===== config.mk =====
export PLATFORM = sky130hd
export DESIGN_NAME = icache_dm
export DESIGN_NICKNAME = d
export VERILOG_FILES = /design/src/rtl/icache_dm.sv
export SDC_FILE = /design/constraint.sdc
export NUM_CORES = 1
export LEC_CHECK = 0
export CAP_MARGIN = 20
export CELL_PAD_IN_SITES_DETAIL_PLACEMENT = 0
export CELL_PAD_IN_SITES_GLOBAL_PLACEMENT = 1
export CORE_UTILIZATION = 55
export CTS_BUF_LIST = sky130_fd_sc_hd__clkbuf_4 sky130_fd_sc_hd__clkbuf_8 sky130_fd_sc_hd__clkbuf_16
export DETAILED_ROUTE_END_ITERATION = 7
export DONT_BUFFER_PORTS = 1
export HOLD_SLACK_MARGIN = 0.12
export MAX_ROUTING_LAYER = met4
export PLACE_DENSITY = 0.81
export SLEW_MARGIN = 15
export SYNTH_ARGS = -nofsm -noshare
export SYNTH_HDL_FRONTEND = slang
export SYNTH_SLANG_ARGS = --single-unit
export TNS_END_PERCENT = 10

===== constraint.sdc =====
create_clock -name clk -period 5.28 [get_ports clk]
set_input_delay 1.056 -clock clk [delete_from_list [all_inputs] [get_ports clk]]
set_output_delay 1.056 -clock clk [all_outputs]
set_load 0.02 [all_outputs]

===== src/rtl/icache_dm.sv =====
`default_nettype none
// +----------------------------------------------------------------------------+
// | Module  : icache_dm                                                        |
// | Brief   : Direct-mapped, one-word-per-line instruction cache with          |
// |           req/ack refill and saturating hit/miss counters.                 |
// | Revision: 1.0                                                              |
// +----------------------------------------------------------------------------+
module icache_dm #(
  parameter int WORD = 32,
  parameter int ADDR = 16,
  parameter int IDX  = 4,
  parameter int CNTW = 16
) (
  input  logic            clk,
  input  logic            rst,
  input  logic [ADDR-1:0] addr_i,
  input  logic            en_i,
  output logic [WORD-1:0] inst_o,
  output logic            hit_o,
  output logic            stall_o,
  input  logic            inv_i,
  output logic            mem_req_o,
  output logic [ADDR-1:0] mem_addr_o,
  input  logic            mem_ack_i,
  input  logic [WORD-1:0] mem_data_i,
  output logic [CNTW-1:0] hit_cnt_o,
  output logic [CNTW-1:0] miss_cnt_o
);

  localparam int              LINES     = 1 << IDX;
  localparam int              TAGW      = ADDR - IDX;
  localparam logic [CNTW-1:0] c_cnt_max = '1;
  localparam logic [CNTW-1:0] c_cnt_one = CNTW'(1);

  typedef enum logic [0:0] {
    ST_IDLE = 1'b0,
    ST_REQ  = 1'b1
  } state_t;

  state_t           r_state;
  logic [WORD-1:0]  r_data [LINES];
  logic [TAGW-1:0]  r_tag  [LINES];
  logic [LINES-1:0] r_valid;

  logic [IDX-1:0]   w_idx;
  logic [TAGW-1:0]  w_tag;
  logic [IDX-1:0]   w_fill_idx;
  logic [TAGW-1:0]  w_fill_tag;
  logic             w_idle;
  logic             w_miss;
  logic             w_fill;

  assign w_idx      = addr_i[IDX-1:0];
  assign w_tag      = addr_i[ADDR-1:IDX];
  assign w_fill_idx = mem_addr_o[IDX-1:0];
  assign w_fill_tag = mem_addr_o[ADDR-1:IDX];

  assign hit_o   = en_i & r_valid[w_idx] & (r_tag[w_idx] == w_tag);
  assign inst_o  = hit_o ? r_data[w_idx] : '0;
  assign w_idle  = (r_state == ST_IDLE);
  assign w_miss  = w_idle & en_i & ~hit_o;
  assign w_fill  = (r_state == ST_REQ) & mem_ack_i;
  // Gated by rst so the fetch stage never sees a stall while the cache is held in reset.
  assign stall_o = rst & (~w_idle | w_miss);

  always_ff @(posedge clk or negedge rst) begin
    if (!rst) begin
      r_state    <= ST_IDLE;
      mem_req_o  <= 1'b0;
      mem_addr_o <= '0;
    end else begin
      case (r_state)
        ST_IDLE: begin
          if (w_miss) begin
            r_state    <= ST_REQ;
            mem_req_o  <= 1'b1;
            mem_addr_o <= addr_i;
          end
        end
        ST_REQ: begin
          if (mem_ack_i) begin
            r_state   <= ST_IDLE;
            mem_req_o <= 1'b0;
          end
        end
        default: begin
          r_state   <= ST_IDLE;
          mem_req_o <= 1'b0;
        end
      endcase
    end
  end

  // Invalidate takes priority over a coinciding fill, leaving the line invalid.
  always_ff @(posedge clk or negedge rst) begin
    if (!rst) begin
      r_valid <= '0;
    end else if (inv_i) begin
      r_valid <= '0;
    end else if (w_fill) begin
      r_valid[w_fill_idx] <= 1'b1;
    end
  end

  always_ff @(posedge clk) begin
    if (w_fill) begin
      r_data[w_fill_idx] <= mem_data_i;
      r_tag[w_fill_idx]  <= w_fill_tag;
    end
  end

  always_ff @(posedge clk or negedge rst) begin
    if (!rst) begin
      hit_cnt_o  <= '0;
      miss_cnt_o <= '0;
    end else begin
      if (w_idle && hit_o && (hit_cnt_o != c_cnt_max)) begin
        hit_cnt_o <= hit_cnt_o + c_cnt_one;
      end
      if (w_miss && (miss_cnt_o != c_cnt_max)) begin
        miss_cnt_o <= miss_cnt_o + c_cnt_one;
      end
    end
  end

endmodule
`default_nettype wire


==> summary.txt <==
Synth
  – Cell taking the most area after synthesis: edfxtp_1
  – Post-synth ARST share: 0.08571
  – Post-Synthesis Net Count: approximately 1,400
  – Post-synth top area share: 0.7064
  – Synth Area per Inst: 22.06 sq um
  – Cells after synthesis: 1,357
  – #FFs+latches synth: 770
  – Ys flop type: edfxtp_1
  – Mapped cell area: 29,930 sq um
  – Largest cells by area after synthesis: edfxtp_1, mux4_2, dfrtp_1, mux2i_1, nor2b_1
  – Distinct cells, synth: 48
  – Post-synthesis sequential area ratio: 0.7615
  – Post-synth EDFFs: about 700
  – Syn. warnings: 0

Setup path
  – Worst-path fanout max: 170
  – CP endpoint: inst_o[10]
  – Critical register-to-register path endpoint: hit_cnt_o[15]
  – Worst R2R Setup Slack: 1.58 ns
  – Reg2reg start: r_tag[8][5]
  – Worst Path Arrival: 4.12 ns
  – Slowest-stage cell, CP: mux4_2
  – Worst Reg-to-Reg Cells: 9
  – CP top delay family: multiplexers
  – CP max stage delay: 0.66 ns
  – Setup CP Type: primary input to output port
  – CP startpoint kind: primary input
  – WP buf/inv: 2
  – Crit-path cells: mux4_2, mux2i_1, mux2i_1, xnor2_1, o211ai_2, or3_2, buf_4, nor2b_1, buf_4
  – Crit end category: output port
  – Crit path depth: 9
  – Req. time, crit path: around 4.2 ns
  – CP Launch Point: addr_i[0]

Drt
  – ANT nets after route: 0
  – DR DRC count: 0
  – Initial DRC count: 1,364
  – Routed WL: 64,980 microns
  – Drt pass-1 iters: 5
  – Via count: 14,170
  – Via/cell ratio: 6.466
  – Avg WL per Cell: 29.66 microns

Timing
  – Final Hold Viols: 0
  – Relative slew slack: 0.2945
  – Slew @ Worst Pin: 1.056 ns
  – Tcrit/Tclk final: 0.9806
  – Final setup fails: 0
  – Final Skew: approximately 0.024 ns
  – Slew Limit Fails: 0
  – RSZ-0062 raised after global routing: false
  – Min Clock Period, post-route: 5.177 ns
  – Setup_tns: 0 ns
  – Fmax: 193.1 MHz

Power
  – Worst vdd ir: approximately 0.25 mV
  – Power Density: between 300 and 400 nW/um^2
  – Total Power: 13,120 uW
  – Leak: roughly 0.011 uW

Placed design
  – Port buffer count: 0
  – Gpl congestion: roughly 0.76
  – Hpwl dp: 32,040 microns

Cells and area
  – Most frequent cells in the layout: edfxtp_1, mux4_2, clkbuf_16
  – Antenna cell count: 0
  – Commonest non-fill, non-tap cell in the layout: edfxtp_1
  – Fillers: 3,557
  – Nets@finish: approximately 1,500
  – Layout cell share with drive strength beyond 1: 0.2957
  – Area delta synth->final: 12.30%

Clocking
  – CTS tree: done
  – Post-CTS Resized: 0
  – Clock buffer depth: 3
  – CTS Sinks: 770
  – Clk root buf: clkbuf_16
  – Num CTS Buffers: slightly below 80
  – Clk Latency, worst-skew pair: 0.61 ns
  – CTS H-Tree Depth: 3
  – Clk slew on worst S/H paths: 0.06 ns

Floorplanning
  – Cell Rows: 85
  – Die height: 235.3 microns
  – Core ar.: 53,810 sq um
  – IO Count: 136
  – Die Area: between 50,000 and 60,000 sq um
  – Initial Util: 0.5561
  – Die width: between 200 and 250 microns

Worst hold path
  – Worst min path class: primary input to async pin

GRT
  – Gr ovfl total: 0
  – Initial antenna violation count: 0
  – Vias in the first global route: 14,540
  – Largest net degree at the start of global routing: 182
  – GRT Overall Usage: 0.2471
  – First-pass GRT wire length: 96,040 microns

Run
  – Max Cap Viol: 0

Outcome
  – Outcome: finished clean
[worst min-delay path by stage]
stage	start	end	slack, ns	depth (start not counted)
3_3_place_gp	r_valid[4]	r_valid[4]	0.47	2
5_1_grt	rst	mem_addr_o[1]	0.13	0
2_1_floorplan	r_valid[12]	r_valid[12]	0.46	2
6_report	rst	mem_req_o	0.15	0
4_1_cts	rst	hit_cnt_o[5]	0.12	0
3_5_place_dp	r_valid[4]	r_valid[4]	0.48	2
[worst register-to-register path, delay by kind of cell, from the launching register on]
kind | cells | cell delay, ns
muxes | 1 | 0.51
buffers and inverters | 1 | 0.29
xor gates and xnor gates | 1 | 0.15
AOI/OAI and AO/OA | 3 | 0.64
DFF | 1 | 0.39
and+or+nand+nor | 3 | 1.59
[layer usage]
metal,GRT usage,vias up,wire (microns)
li1,-,5786,-
met1,0.3300,7609,25560
met2,0.3922,665,32480
met3,0.05113,107,5582
met4,0.06694,0,1359
met5,-,-,0
[state kept, by name (all words and copies together), names as in the netlist]
signal      count
hit_cnt_o      16
r_data        512
mem_addr_o     16
mem_req_o       1
r_valid        16
r_state         1
miss_cnt_o     16
r_tag         192
[power breakdown]
group | total (uW) | internal [uW] | switching (uW) | leakage, uW
registers | 7210 | 6930 | 275 | 0.00719
clock network | 5350 | 3110 | 2240 | 0.00124
logic | 556 | 292 | 264 | 0.00261
[final cells by class]
cell class / count / area (sq um) / share of cell area
clock buffer: 108 / 2277 / 0.06775
clock inverter: 30 / 215.2 / 0.006403
tap: 696 / 870.8 / 0.02591
sequential: 770 / 22790 / 0.6781
timing repair buffer: 64 / 495.5 / 0.01474
inverter: 6 / 23.77 / 0.0007073
multi-input combinational: 517 / 6935 / 0.2064
[cells by family (layout without fill, tap and decap cells)]
family,count (synthesis),after routing,share of synthesized area
AOI/OAI and AO/OA,26,26,0.007149
and+or+nand+nor,191,191,0.03340
DFF,770,770,0.7615
muxes,260,260,0.1752
xor gates and xnor gates,38,38,0.01112
buffers and inverters,70,208,0.01074
adders and majority gates,2,2,0.0008360
[per-stage QoR]
stage                     hold WS (ns)  instances  area, sq um  worst slack [ns]  utilization
after global routing            0.1309       2191        33610            0.1713       0.6246
after global placement          0.4723       2051        31090            0.3529       0.5777
after detailed placement        0.4818       2051        31090            0.2426       0.5777
after CTS                       0.1205       2190        33590            0.2051       0.6242
final                           0.1525       2191        33610            0.1025       0.6246
after floorplan                 0.4608       1357        29930            0.1956            -
[synthesized netlist by cell type, drive strengths merged (5+ instances only)]
cell	n
edfxtp	704
mux4	209
dfrtp	66
nor2	56
nor2b	41
buf	33
clkbuf	31
mux2i	30
xor2	23
mux2	21
nor3	21
nand3	19
nand2	18
and3	17
xnor2	15
inv	5
nand4	5
o21ai	5
[timing repair]
action | CTS | global route
setup buffers | 0 | 0
endpoints found under the hold margin | 11 | 0
hold buffers | 1 | 0
No activity file was read; power rests on OpenSTA's default activity.
